==> config.mk <==
export PLATFORM = sky130hd
export DESIGN_NAME = hci_core_req_skid_flat
export DESIGN_NICKNAME = d
export VERILOG_FILES = /design/src/rtl/hci_core_req_skid_if.sv /design/src/rtl/hci_core_req_skid.sv /design/src/flat_wrapper.sv
export SDC_FILE = /design/constraint.sdc
export NUM_CORES = 1
export LEC_CHECK = 0
export CORE_ASPECT_RATIO = 0.5
export CORE_MARGIN = 3
export CORE_UTILIZATION = 40
export CTS_BUF_LIST = sky130_fd_sc_hd__clkbuf_4 sky130_fd_sc_hd__clkbuf_8
export CTS_CLUSTER_DIAMETER = 50
export DETAILED_ROUTE_END_ITERATION = 8
export PLACE_DENSITY = 0.72
export SYNTH_ARGS = -nofsm -noshare
export SYNTH_HDL_FRONTEND = slang
export SYNTH_SLANG_ARGS = --single-unit
==> constraint.sdc <==
create_clock -name clk_i -period 3.4 [get_ports clk_i]
set_clock_uncertainty 0.15 [all_clocks]
set_input_delay 0.34 -clock clk_i [delete_from_list [all_inputs] [get_ports clk_i]]
set_output_delay 0.34 -clock clk_i [all_outputs]
set_load 0.01 [all_outputs]
==> src/rtl/hci_core_req_skid_if.sv <==
// HCI core link: request (req/gnt/payload) and response (r_*) channels.
// The master drives the request and consumes the response; the slave does the opposite.
interface hci_core_intf #(
   parameter int unsigned DW = 32,
   parameter int unsigned AW = 32,
   parameter int unsigned BW = 8,
   parameter int unsigned UW = 1,
   parameter int unsigned OW = 1
) ();
   logic                 req;
   logic                 gnt;
   logic [AW-1:0]        add;
   logic                 we_n;
   logic [DW-1:0]        data;
   logic [DW/BW-1:0]     be;
   logic [15:0]          boffs;
   logic [DW/BW-1:0]     lrdy;
   logic [UW-1:0]        user;
   logic [DW-1:0]        r_data;
   logic                 r_valid;
   logic [OW-1:0]        r_opc;
   logic [UW-1:0]        r_user;

   // Handshake: a request transfers on a cycle where req & gnt are both high.
   // The master keeps req and payload stable until gnt; gnt may be high at any time.
   modport master (
      output req, add, we_n, data, be, boffs, lrdy, user,
      input  gnt, r_data, r_valid, r_opc, r_user
   );

   modport slave (
      input  req, add, we_n, data, be, boffs, lrdy, user,
      output gnt, r_data, r_valid, r_opc, r_user
   );
endinterface

==> src/rtl/hci_core_req_skid.sv <==
// Two-entry skid buffer on the HCI request channel; gnt upstream comes from flops only.
// Define HCI_CORE_SKID_RESP_REG_EN to register the response channel (+1 cycle).
module hci_core_req_skid #(
   parameter int unsigned DW = 32,
   parameter int unsigned AW = 32,
   parameter int unsigned BW = 8,
   parameter int unsigned UW = 1,
   parameter int unsigned OW = 1
) (
   input  logic         clk_i,
   input  logic         rst_ni,
   input  logic         clear_i,
   hci_core_intf.slave  tcdm_slave,
   hci_core_intf.master tcdm_master,
   output logic         full_o
);
   localparam int unsigned BEW = DW / BW;

   typedef struct packed {
      logic [AW-1:0]  add;
      logic           we_n;
      logic [DW-1:0]  data;
      logic [BEW-1:0] be;
      logic [15:0]    boffs;
      logic [BEW-1:0] lrdy;
      logic [UW-1:0]  user;
   } entry_t;

   entry_t     mem_q [2];
   entry_t     wr_entry;
   entry_t     rd_entry;
   logic       wr_ptr_q;
   logic       rd_ptr_q;
   logic       last_ptr_q;
   logic [1:0] cnt_q;
   logic       push;
   logic       pop;
   logic       show_ptr;

   assign tcdm_slave.gnt  = (cnt_q != 2'd2);
   assign tcdm_master.req = (cnt_q != 2'd0);
   assign full_o          = (cnt_q == 2'd2);

   assign push = tcdm_slave.req & tcdm_slave.gnt;
   assign pop  = tcdm_master.req & tcdm_master.gnt;

   // When empty, keep showing the entry that was last presented so the payload holds.
   assign show_ptr = (cnt_q != 2'd0) ? rd_ptr_q : last_ptr_q;
   assign rd_entry = mem_q[show_ptr];

   assign wr_entry.add   = tcdm_slave.add;
   assign wr_entry.we_n  = tcdm_slave.we_n;
   assign wr_entry.data  = tcdm_slave.data;
   assign wr_entry.be    = tcdm_slave.be;
   assign wr_entry.boffs = tcdm_slave.boffs;
   assign wr_entry.lrdy  = tcdm_slave.lrdy;
   assign wr_entry.user  = tcdm_slave.user;

   assign tcdm_master.add   = rd_entry.add;
   assign tcdm_master.we_n  = rd_entry.we_n;
   assign tcdm_master.data  = rd_entry.data;
   assign tcdm_master.be    = rd_entry.be;
   assign tcdm_master.boffs = rd_entry.boffs;
   assign tcdm_master.lrdy  = rd_entry.lrdy;
   assign tcdm_master.user  = rd_entry.user;

   always_ff @(posedge clk_i or negedge rst_ni) begin
      if (!rst_ni) begin
         cnt_q      <= 2'd0;
         wr_ptr_q   <= 1'b0;
         rd_ptr_q   <= 1'b0;
         last_ptr_q <= 1'b0;
         mem_q[0]   <= '0;
         mem_q[1]   <= '0;
      end else if (clear_i) begin
         // Flush wins over push/pop; storage is left as is.
         cnt_q      <= 2'd0;
         wr_ptr_q   <= 1'b0;
         rd_ptr_q   <= 1'b0;
         last_ptr_q <= show_ptr;
      end else begin
         if (push) begin
            mem_q[wr_ptr_q] <= wr_entry;
            wr_ptr_q        <= ~wr_ptr_q;
         end
         if (pop) begin
            rd_ptr_q   <= ~rd_ptr_q;
            last_ptr_q <= rd_ptr_q;
         end
         case ({push, pop})
            2'b10:   cnt_q <= cnt_q + 2'd1;
            2'b01:   cnt_q <= cnt_q - 2'd1;
            default: cnt_q <= cnt_q;
         endcase
      end
   end

   logic [DW-1:0] rsp_data;
   logic          rsp_valid;
   logic [OW-1:0] rsp_opc;
   logic [UW-1:0] rsp_user;

`ifdef HCI_CORE_SKID_RESP_REG_EN
   always_ff @(posedge clk_i or negedge rst_ni) begin
      if (!rst_ni) begin
         rsp_data  <= '0;
         rsp_valid <= 1'b0;
         rsp_opc   <= '0;
         rsp_user  <= '0;
      end else begin
         rsp_valid <= clear_i ? 1'b0 : tcdm_master.r_valid;
         if (tcdm_master.r_valid) begin
            rsp_data <= tcdm_master.r_data;
            rsp_opc  <= tcdm_master.r_opc;
            rsp_user <= tcdm_master.r_user;
         end
      end
   end
`else
   assign rsp_data  = tcdm_master.r_data;
   assign rsp_valid = tcdm_master.r_valid;
   assign rsp_opc   = tcdm_master.r_opc;
   assign rsp_user  = tcdm_master.r_user;
`endif

   assign tcdm_slave.r_data  = rsp_data;
   assign tcdm_slave.r_valid = rsp_valid;
   assign tcdm_slave.r_opc   = rsp_opc;
   assign tcdm_slave.r_user  = rsp_user;
endmodule

==> src/flat_wrapper.sv <==
// flat-port wrapper written by rule: the top's interface ports become plain ports
module hci_core_req_skid_flat 
#(
   parameter int unsigned DW = 32,
   parameter int unsigned AW = 32,
   parameter int unsigned BW = 8,
   parameter int unsigned UW = 1,
   parameter int unsigned OW = 1
)
  (clk_i, rst_ni, clear_i, full_o, tcdm_slave_req, tcdm_slave_add, tcdm_slave_we_n, tcdm_slave_data, tcdm_slave_be, tcdm_slave_boffs, tcdm_slave_lrdy, tcdm_slave_user, tcdm_slave_gnt, tcdm_slave_r_data, tcdm_slave_r_valid, tcdm_slave_r_opc, tcdm_slave_r_user, tcdm_master_req, tcdm_master_add, tcdm_master_we_n, tcdm_master_data, tcdm_master_be, tcdm_master_boffs, tcdm_master_lrdy, tcdm_master_user, tcdm_master_gnt, tcdm_master_r_data, tcdm_master_r_valid, tcdm_master_r_opc, tcdm_master_r_user);
  hci_core_intf #(.DW(DW), .AW(AW), .BW(BW), .UW(UW), .OW(OW)) tcdm_slave_i ();
  hci_core_intf #(.DW(DW), .AW(AW), .BW(BW), .UW(UW), .OW(OW)) tcdm_master_i ();
  input  logic clk_i;
  input  logic rst_ni;
  input  logic clear_i;
  output logic full_o;
  input wire logic [$bits(tcdm_slave_i.req)-1:0] tcdm_slave_req;
  input wire logic [$bits(tcdm_slave_i.add)-1:0] tcdm_slave_add;
  input wire logic [$bits(tcdm_slave_i.we_n)-1:0] tcdm_slave_we_n;
  input wire logic [$bits(tcdm_slave_i.data)-1:0] tcdm_slave_data;
  input wire logic [$bits(tcdm_slave_i.be)-1:0] tcdm_slave_be;
  input wire logic [$bits(tcdm_slave_i.boffs)-1:0] tcdm_slave_boffs;
  input wire logic [$bits(tcdm_slave_i.lrdy)-1:0] tcdm_slave_lrdy;
  input wire logic [$bits(tcdm_slave_i.user)-1:0] tcdm_slave_user;
  output wire logic [$bits(tcdm_slave_i.gnt)-1:0] tcdm_slave_gnt;
  output wire logic [$bits(tcdm_slave_i.r_data)-1:0] tcdm_slave_r_data;
  output wire logic [$bits(tcdm_slave_i.r_valid)-1:0] tcdm_slave_r_valid;
  output wire logic [$bits(tcdm_slave_i.r_opc)-1:0] tcdm_slave_r_opc;
  output wire logic [$bits(tcdm_slave_i.r_user)-1:0] tcdm_slave_r_user;
  output wire logic [$bits(tcdm_master_i.req)-1:0] tcdm_master_req;
  output wire logic [$bits(tcdm_master_i.add)-1:0] tcdm_master_add;
  output wire logic [$bits(tcdm_master_i.we_n)-1:0] tcdm_master_we_n;
  output wire logic [$bits(tcdm_master_i.data)-1:0] tcdm_master_data;
  output wire logic [$bits(tcdm_master_i.be)-1:0] tcdm_master_be;
  output wire logic [$bits(tcdm_master_i.boffs)-1:0] tcdm_master_boffs;
  output wire logic [$bits(tcdm_master_i.lrdy)-1:0] tcdm_master_lrdy;
  output wire logic [$bits(tcdm_master_i.user)-1:0] tcdm_master_user;
  input wire logic [$bits(tcdm_master_i.gnt)-1:0] tcdm_master_gnt;
  input wire logic [$bits(tcdm_master_i.r_data)-1:0] tcdm_master_r_data;
  input wire logic [$bits(tcdm_master_i.r_valid)-1:0] tcdm_master_r_valid;
  input wire logic [$bits(tcdm_master_i.r_opc)-1:0] tcdm_master_r_opc;
  input wire logic [$bits(tcdm_master_i.r_user)-1:0] tcdm_master_r_user;
  assign tcdm_slave_i.req = tcdm_slave_req;
  assign tcdm_slave_i.add = tcdm_slave_add;
  assign tcdm_slave_i.we_n = tcdm_slave_we_n;
  assign tcdm_slave_i.data = tcdm_slave_data;
  assign tcdm_slave_i.be = tcdm_slave_be;
  assign tcdm_slave_i.boffs = tcdm_slave_boffs;
  assign tcdm_slave_i.lrdy = tcdm_slave_lrdy;
  assign tcdm_slave_i.user = tcdm_slave_user;
  assign tcdm_slave_gnt = tcdm_slave_i.gnt;
  assign tcdm_slave_r_data = tcdm_slave_i.r_data;
  assign tcdm_slave_r_valid = tcdm_slave_i.r_valid;
  assign tcdm_slave_r_opc = tcdm_slave_i.r_opc;
  assign tcdm_slave_r_user = tcdm_slave_i.r_user;
  assign tcdm_master_req = tcdm_master_i.req;
  assign tcdm_master_add = tcdm_master_i.add;
  assign tcdm_master_we_n = tcdm_master_i.we_n;
  assign tcdm_master_data = tcdm_master_i.data;
  assign tcdm_master_be = tcdm_master_i.be;
  assign tcdm_master_boffs = tcdm_master_i.boffs;
  assign tcdm_master_lrdy = tcdm_master_i.lrdy;
  assign tcdm_master_user = tcdm_master_i.user;
  assign tcdm_master_i.gnt = tcdm_master_gnt;
  assign tcdm_master_i.r_data = tcdm_master_r_data;
  assign tcdm_master_i.r_valid = tcdm_master_r_valid;
  assign tcdm_master_i.r_opc = tcdm_master_r_opc;
  assign tcdm_master_i.r_user = tcdm_master_r_user;
  hci_core_req_skid #(.DW(DW), .AW(AW), .BW(BW), .UW(UW), .OW(OW)) u_core (.clk_i(clk_i), .rst_ni(rst_ni), .clear_i(clear_i), .tcdm_slave(tcdm_slave_i), .tcdm_master(tcdm_master_i), .full_o(full_o));
endmodule
==> results of run 1 <==
cell type report:
cell class,count,share of cell area [%]
repair buffers,196,19.1
multi-input cells,292,30.4
well taps,266,3.14
inverters,3,0.106
clock buffers,19,2.35
flip-flops and latches,185,43.7
clock inverters,13,1.25
stage by stage:
step	worst slack (ns)	utilization, %	std cells	total power, mW	hold slack, ns
2_1_floorplan	1.24	-	543	4.11	-0.106
3_3_place_gp	0.575	51.2	941	5.02	0.313
3_5_place_dp	0.572	51.2	941	5.08	0.323
4_1_cts	0.0722	53.2	974	6.54	0.336
5_1_grt	0.0453	53.2	974	6.81	0.346
6_report	0.212	53.2	974	6.43	0.343
cell usage in the layout, fill, tap and decap left out, types with 2 or more instances in the layout:
cell type,n
clkdlybuf4s50_1,186
a21oi_1,2
clkbuf_8,17
clkinvlp_4,3
mux2_2,263
o21ai_0,3
dfrtp_1,185
buf_4,2
mux2_1,8
nor2_1,2
buf_12,6
inv_8,2
clkbuf_4,2
inv_6,5
inv_1,2
repair_timing:
item                                   4_1_cts  5_1_grt
endpoints found under the hold margin       97        0
buffers inserted                             0        0
hold buffers                                 1        0
setup endpoints to repair                    0       63
gates resized for setup                      0        1
worst max-delay path, cell delays in order, from the launching register on:
cell	delay, ns
dfrtp_1	0.47
nor2_2	0.24
mux2i_4	0.33
buf_12	0.31
mux2_2	0.38
clkdlybuf4s50_1	0.49
worst max path at each step:
stage	startpoint	to	slack, ns	cells after the start
5_1_grt	u_core.cnt_q[1]	tcdm_master_data[10]	0.05	5
3_5_place_dp	u_core.cnt_q[1]	tcdm_master_add[14]	0.57	5
4_1_cts	u_core.cnt_q[1]	tcdm_master_add[14]	0.07	5
6_report	u_core.cnt_q[1]	tcdm_master_boffs[8]	0.21	5
2_1_floorplan	u_core.cnt_q[1]	tcdm_master_add[0]	1.24	4
3_3_place_gp	u_core.cnt_q[1]	tcdm_master_add[31]	0.57	5
flip-flops by register name, summed over array words and instances (netlist names):
signal / flops
u_core.cnt_q: 2
u_core.last_ptr_q: 1
u_core.mem_q: 180
u_core.rd_ptr_q: 1
u_core.wr_ptr_q: 1
per-layer routing:
metal | track usage (%) | part of all wire, %
met5 | 0 | 0
met4 | 4.96 | 1.9
met3 | 3.38 | 4.1
met2 | 28.8 | 53
met1 | 18.6 | 41
where the power goes:
group / internal [mW] / switching [mW] / leakage [nW]
Sequential: 2.73 / 0.253 / 2.21
Clock: 0.618 / 0.817 / 0.189
Combinational: 1.31 / 0.708 / 2.00
Total: 4.66 / 1.78 / 4.39
cell families (layout without fill, tap and decap cells):
logic type / Yosys count / after routing
xor gates and xnor gates: 1 / 1
and+or+nand+nor: 11 / 11
AOI/OAI and AO/OA: 8 / 8
buffers and inverters: 66 / 231
muxes: 272 / 272
DFF: 185 / 185
==> results.toml, run 1 <==
[clock_network]
cts_buffers = 17
clock_latency_ns = 0.43
ctsHtreeMaxLevel = 4
clkSlewWorstSetupHoldPaths_ns = 0.10
cts_tree = "yes"
clock-sinks = 185
clock_path_buffers = 2
cts_root_buffer = "clkbuf_8"

[floorplan]
rows = 36
die-area_um2 = 22600
num_io_pins = 258
die_h_um = 108
die_x_um = 210
core_area_um2 = 19900
initial_utilization_pct = 41.7

[finish]
final_cell_area_um2 = 10600
final_nets = 825
regArea_um2 = 4630
drive_above_1_share_pct = 43.8
diodes = 0
nFillCells = 1671
multi_input_area_um2 = 3210
synthToLayoutAreaGrowth_pct = 27.6

[yosys]
synth_xor_area_share_pct = 0.106
syn_inst = 543
synth_cell_types = 25
ys.flop_type = "dfrtp_1"
synth_top_cell_area_share_pct = 55.8
muxShareOfSynthArea_pct = 36.9
synthSimpleGateAreaFrac_pct = 0.995
synth_top_cells_by_area = "dfrtp_1 56%, mux2_2 36%, buf_4 3.2%"
yosys.area.top_type = "dfrtp_1"
post-synth-top-count-cell = "mux2_2"
synth-compound-area-share_pct = 0.543
yosysWarnings = 0
synth_top_family_by_area = "multiplexers"
synthAdderAreaFrac_pct = 0
synth_edf_count = 0
syn_area_um2 = 8300
ys_ff_latch = 185
synth_area_per_cell_um2 = 15.3
yosysSeqAreaShare_pct = 55.8
synth-async-reset-ratio_pct = 100
synth_nets = 673
synth_common_cells = "263 x mux2_2, 185 x dfrtp_1, 35 x buf_4, 18 x buf_2, 9 x buf_6"

[grt]
grt_pass1_vias = 5431
grt_max_degree = 100
gr-total-overflow = 0
antenna_found_initial = 0
grt_pass1_wl_um = 28500
track_usage_pct = 15.7

[routing]
wirelength_um = 17500
drt-initial-drc-count = 137
drc = 0
wl_per_cell_um = 18.0
first_pass_iters = 4
via_per_inst = 4.99
drtAntennaViolNets = 0
vias = 4859

[timing]
tns_ns = 0
fmax_mhz = 314
rsz0062_at_grt = "no"
drv_slew = 0
fin_crit_ns = 3.19
worst-slew-pin-transition_ns = 0.913
hold_violations = 0
slew_headroom_pct = 39.1
setup_viol = 0
fin_crit_sh_pct = 93.8

[worst_hold_path]
holdPathEnd = "u_core.mem_q[151]"
hold_class = "reg2reg"
min_from = "u_core.mem_q[151]"
min_path_cells = 1

[power_and_ir_drop]
cellPowerDensity_nw_per_um2 = 608
power_leakage_nw = 4.39
vdd_drop_max_mv = 0.290

[setup_path]
worstPathArrival_ns = 2.70
cp.required_ns = 2.91
ff2ff_setup_slack_ns = 1.40
crit-reg2reg-launch = "u_core.cnt_q[0]"
crit_fanout = 51
crit-reg2reg-capture = "u_core.mem_q[141]"
reg2regPathDepth = 5
critPathCaptureType = "output port"
setup.worst_path.class = "reg2out"
start_kind = "flip-flop"

[run_status]
outcome = "complete, no violations"

[placement]
placed_cell_area_um2 = 10200
gp_congestion = 0.663
io_buffers = 187
hpwl_um = 12000

[flow_run]
cap_violations = 0
Power figures use the tool's default switching activity.
==> inputs of run 2 (changes only) <==
- ABC_AREA: not set -> 1
==> run 2 against run 1 <==
Critical path depth up 4. Core utilization decreased by 1.0 points. Power grew 34%. First-iteration DRC count grew to 3.3 times the previous value. Final cell count increased by 48%. Worst hold slack got worse by 0.063 ns. Critical path type unchanged. Routed wire length increased by 15%. Critical endpoint is now tcdm_master_add[23]. Sequential cell count unchanged. Synthesized cell count rose by 91%. Clock power shrank 4%. Fmax up 3.9%. Non-clock buffer count is 5 higher.
==> results.toml, run 2 <==
[run_status]
outcome = "complete, no violations"

[power_and_ir_drop]
cellPowerDensity_nw_per_um2 = 820
vdd_drop_max_mv = 0.409
power_leakage_nw = 5.38

[routing]
drc = 0
vias = 6843
via_per_inst = 4.74
first_pass_iters = 5
wirelength_um = 20100
drt-initial-drc-count = 454
wl_per_cell_um = 13.9
drtAntennaViolNets = 0

[setup_path]
critPathCaptureType = "output port"
setup.worst_path.class = "reg2out"
ff2ff_setup_slack_ns = 1.33
cp_top_family = "buffers and inverters"
crit_path_start = "u_core.cnt_q[0]"
crit_path_frequent_cell = "nand2_1"
worstPathArrival_ns = 2.58
path_cells = "inv_2 -> nand2_2 -> nand2_1 -> o21ai_4 -> inv_2 -> buf_4 -> nand2_1 -> nand2_1 -> clkdlybuf4s50_1"
cp_slowest_stage_delay_ns = 0.53
worstSetupEndpoint = "tcdm_master_add[23]"
crit-reg2reg-capture = "u_core.mem_q[138]"
reg2regPathDepth = 5
crit_slowest_cell = "clkdlybuf4s50_1"
path_buf_inv = 4
cp.required_ns = 2.91
path_depth = 9
crit-reg2reg-launch = "u_core.cnt_q[0]"
crit_fanout = 46
start_kind = "flip-flop"

[worst_hold_path]
hold_class = "in2reg"

[clock_network]
post_cts_buffers = 0
clock_path_buffers = 2
cts_resized = 0
cts_buffers = 17
ctsHtreeMaxLevel = 4
clock-sinks = 185
clkSlewWorstSetupHoldPaths_ns = 0.10
cts_root_buffer = "clkbuf_8"
cts_tree = "yes"
clock_latency_ns = 0.46

[timing]
fin_crit_ns = 3.07
setup_slack_ns = 0.331
fmax_mhz = 326
slew_headroom_pct = 37.3
setup_viol = 0
tns_ns = 0
fin_crit_sh_pct = 90.3
hold_violations = 0
worst-slew-pin-transition_ns = 0.941
rsz0062_at_grt = "no"
drv_slew = 0

[floorplan]
initial_utilization_pct = 42.1
die-area_um2 = 23100
num_io_pins = 258
core_area_um2 = 20100
die_h_um = 109
die_x_um = 212
rows = 36

[yosys]
ys.flop_type = "dfrtp_1"
ys_ff_latch = 185
synth_edf_count = 0
synth-async-reset-ratio_pct = 100
yosysWarnings = 0
synth_top_cell_area_share_pct = 54.6
syn_inst = 1039
syn_area_um2 = 8480
synth_area_per_cell_um2 = 8.16
yosysSeqAreaShare_pct = 54.6
synth_top_cells_by_area = "dfrtp_1 55%, nand2_1 20%, o21ai_0 5.4%"
synth_cell_types = 20
yosys.area.top_type = "dfrtp_1"
synth_nets = 1169
post-synth-top-count-cell = "nand2_1"
synth_common_cells = "462 x nand2_1, 185 x dfrtp_1, 97 x inv_1, 91 x o21ai_0, 88 x o21ai_1"

[placement]
hpwl_um = 13600
dp_slack_ns = 0.819
io_buffers = 187
gp_congestion = 0.781

[finish]
final_common_cell = "nand2_1"
final_cell_mix = "462 x nand2_1, 186 x clkdlybuf4s50_1, 185 x dfrtp_1"
regMostFlops = "u_core.mem_q"
largest_register_ff_count = 180
synthToLayoutAreaGrowth_pct = 23.8
largestRegisters = "u_core.mem_q: 180 flops, u_core.cnt_q: 2 flops"
final_nets = 1297
drive_above_1_share_pct = 4.58
diodes = 0
utilization_pct = 52.1

[grt]
grt_max_degree = 93
gr-total-overflow = 0
grt_pass1_wl_um = 33400
grt_pass1_vias = 6951
antenna_found_initial = 0
track_usage_pct = 18.2

[flow_run]
cap_violations = 0
## run 2: logic make-up (layout without fill, tap and decap cells)
| kind of cell | count (synthesis) | in the layout | synth area share, % |
|---|---|---|---|
| buffers and inverters | 191 | 330 | 12.6 |
| AO/OA/AOI/OAI | 185 | 185 | 11.2 |
| flip-flops | 185 | 185 | 54.6 |
| AND/OR/NAND/NOR | 478 | 478 | 21.6 |
## run 2: area by class of cell
type                       count  area (um2)
fill                        1852        9640
sequential                   185        4630
multi-input combinational    663        2790
timing repair buffer         201        2020
inverter                      99         372
tap                          266         333
clock buffer                  19         255
clock inverter                11         100
## run 2: what timing repair did
action	4_1_cts	5_1_grt
hold buffers	1	0
endpoints found under the setup margin	0	0
hold endpoints to repair	67	0
## run 2: worst min-delay path: cells and delay by family
kind | cells | cell delay, ns
buffers and inverters | 2 | 0.45
AO/OA/AOI/OAI | 1 | 0.06
## run 2: worst min-delay path by stage
stage | cells after the start | from | slack, ns | end
global route | 3 | tcdm_slave_boffs[2] | 0.25 | u_core.mem_q[7]
CTS | 3 | tcdm_slave_data[15] | 0.23 | u_core.mem_q[40]
floorplan | 0 | rst_ni | -0.11 | u_core.cnt_q[0]
detailed placement | 1 | rst_ni | 0.26 | u_core.mem_q[106]
finish | 3 | tcdm_slave_boffs[2] | 0.28 | u_core.mem_q[7]
global placement | 1 | rst_ni | 0.25 | u_core.mem_q[106]
## run 2: per-stage QoR
stage / instances / power, mW / hold WS, ns / area, um2
3_3_place_gp: 1413 / 7.21 / 0.255 / 10100
5_1_grt: 1444 / 9.30 / 0.248 / 10500
3_5_place_dp: 1413 / 7.33 / 0.255 / 10100
6_report: 1444 / 8.61 / 0.280 / 10500
2_1_floorplan: 1039 / 5.58 / -0.106 / 8480
4_1_cts: 1444 / 8.73 / 0.231 / 10500
## run 2: power breakdown
part / internal (mW) / leakage [nW] / switching [mW]
Clock: 0.600 / 0.181 / 0.781
Combinational: 1.78 / 2.88 / 1.88
Sequential: 3.09 / 2.32 / 0.483
## run 2: metal layers
| layer | GRT usage [%] | part of all wire, % | vias up |
|---|---|---|---|
| met2 | 32.6 | 52 | 145 |
| met5 | 0 | 0 | - |
| met1 | 21.9 | 43 | 3264 |
| li1 | - | - | 3405 |
| met3 | 3.45 | 3.6 | 29 |
| met4 | 7.16 | 1.6 | 0 |
==> inputs of run 3 (changes only) <==
- ABC_AREA: 1 -> not set
- CAP_MARGIN: not set -> 20
- CORE_UTILIZATION: 40 -> 44
- PLACE_DENSITY: 0.72 -> 0.78
==> run 3 against run 2 <==
Routed wire length down 9.4%. Core utilization up 7.1 points. Combinational power down 45%. Sequential power down 16%. Sequential cell count unchanged. Highest routed layer unchanged.
==> results.toml, run 3 (synthesized netlist as in run 1, its figures left out) <==
[grt]
grt_pass1_wl_um = 28600
track_usage_pct = 17.5
grt_max_degree = 71
antenna_found_initial = 0
grt_pass1_vias = 5433
gr-total-overflow = 0

[clock_network]
cts_buffers = 17
cts_tree = "yes"
ctsHtreeMaxLevel = 4
clock_latency_ns = 0.43
clock-sinks = 185
cts_root_buffer = "clkbuf_8"
clkSlewWorstSetupHoldPaths_ns = 0.10
clock_path_buffers = 2

[setup_path]
path_buf_inv = 2
crit-reg2reg-launch = "u_core.cnt_q[0]"
crit_slowest_cell = "clkdlybuf4s50_1"
critPathCaptureType = "output port"
cp_slowest_stage_delay_ns = 0.49
cp.required_ns = 2.91
path_cells = "nor2_2 -> mux2i_4 -> buf_8 -> mux2_2 -> clkdlybuf4s50_1"
crit-reg2reg-capture = "u_core.mem_q[120]"
start_kind = "flip-flop"
worstPathArrival_ns = 2.71
setup.worst_path.class = "reg2out"
path_depth = 5
worstSetupEndpoint = "tcdm_master_add[29]"
crit_fanout = 32
ff2ff_setup_slack_ns = 1.27
crit_path_start = "u_core.cnt_q[1]"
cp_top_family = "buffers and inverters"
reg2regPathDepth = 5

[finish]
synthToLayoutAreaGrowth_pct = 27.9
nFillCells = 1432
regMostFlops = "u_core.mem_q"
final_nets = 828
drive_above_1_share_pct = 43.9
final_cell_mix = "263 x mux2_2, 186 x clkdlybuf4s50_1, 185 x dfrtp_1"
largestRegisters = "u_core.mem_q: 180 flops, u_core.cnt_q: 2 flops"
diodes = 0
final_common_cell = "mux2_2"
largest_register_ff_count = 180

[floorplan]
die_h_um = 103
core_area_um2 = 17900
num_io_pins = 258
rows = 34
die_x_um = 200
die-area_um2 = 20600
initial_utilization_pct = 46.3

[routing]
wl_per_cell_um = 18.9
drtAntennaViolNets = 0
via_per_inst = 5.12
first_pass_iters = 4
drc = 0
vias = 4921
wirelength_um = 18200
drt-initial-drc-count = 90

[power_and_ir_drop]
vdd_drop_max_mv = 0.297
power_leakage_nw = 4.42
cellPowerDensity_nw_per_um2 = 616

[timing]
slew_headroom_pct = 67.4
fin_crit_ns = 3.20
fmax_mhz = 312
tns_ns = 0
rsz0062_at_grt = "no"
drv_slew = 0
setup_viol = 0
fin_crit_sh_pct = 94.2
timing.hold.ws_ns = 0.243
worst-slew-pin-transition_ns = 0.489
hold_violations = 0

[worst_hold_path]
hold_class = "in2async"

[placement]
gp_congestion = 0.689
io_buffers = 187
hpwl_um = 12600

[run_status]
outcome = "complete, no violations"

[flow_run]
cap_violations = 0
==> run 3: cell type report <==
cell class / instances / area, um2 / area share [%]
inverters: 3 / 11.3 / 0.106
multi-input cells: 292 / 3210 / 30.3
well taps: 252 / 315 / 2.97
clock buffers: 20 / 269 / 2.54
clock inverters: 11 / 138 / 1.30
repair buffers: 199 / 2030 / 19.2
flip-flops and latches: 185 / 4630 / 43.6
==> run 3: how the worst min path moves through the flow <==
| stage | start | endpoint | slack [ns] | cells after the start |
|---|---|---|---|---|
| 2_1_floorplan | rst_ni | u_core.cnt_q[0] | -0.11 | 0 |
| 3_3_place_gp | rst_ni | u_core.mem_q[73] | 0.15 | 1 |
| 3_5_place_dp | rst_ni | u_core.mem_q[72] | 0.16 | 1 |
| 4_1_cts | rst_ni | u_core.mem_q[72] | 0.23 | 2 |
| 5_1_grt | rst_ni | u_core.mem_q[72] | 0.26 | 2 |
| 6_report | rst_ni | u_core.mem_q[72] | 0.24 | 2 |
==> run 3: worst register-to-register path, delay by kind of cell, from the launching register on <==
kind,cells,cell delay [ns]
buffers and inverters,2,0.54
DFF,1,0.46
and+or+nand+nor,2,0.45
muxes,1,0.42
==> run 3: metal layers <==
layer  up-vias  wire (um)  GRT usage [%]
met5         -          0              0
met4         0        363           6.79
met2       125       9660           32.6
met1      2556       7340           20.0
li1       2207          -              -
met3        33        856           4.38
==> run 3: what timing repair did <==
item / 4_1_cts / 5_1_grt
buffers inserted: 0 / 0
endpoints found under the hold margin: 46 / 0
resized for setup: 0 / 5
hold buffers: 1 / 0
setup endpoints to repair: 0 / 49
==> run 3: stage by stage <==
step | std cells | worst slack (ns) | instance area [um2] | total power [mW] | utilization, %
6_report | 962 | 0.197 | 10600 | 6.53 | 59.2
5_1_grt | 962 | 0.0744 | 10600 | 6.89 | 59.2
2_1_floorplan | 543 | 1.24 | 8300 | 4.11 | -
3_5_place_dp | 929 | 0.568 | 10200 | 5.08 | 56.8
4_1_cts | 961 | 0.0576 | 10600 | 6.61 | 59.1
3_3_place_gp | 929 | 0.584 | 10200 | 5.01 | 56.8
==> run 3: report_power, final <==
part	internal, mW	leakage [nW]	switching (mW)	total, mW
sequential	2.73	2.21	0.273	3.00
combinational	1.31	2.01	0.717	2.03
clock	0.712	0.204	0.787	1.50
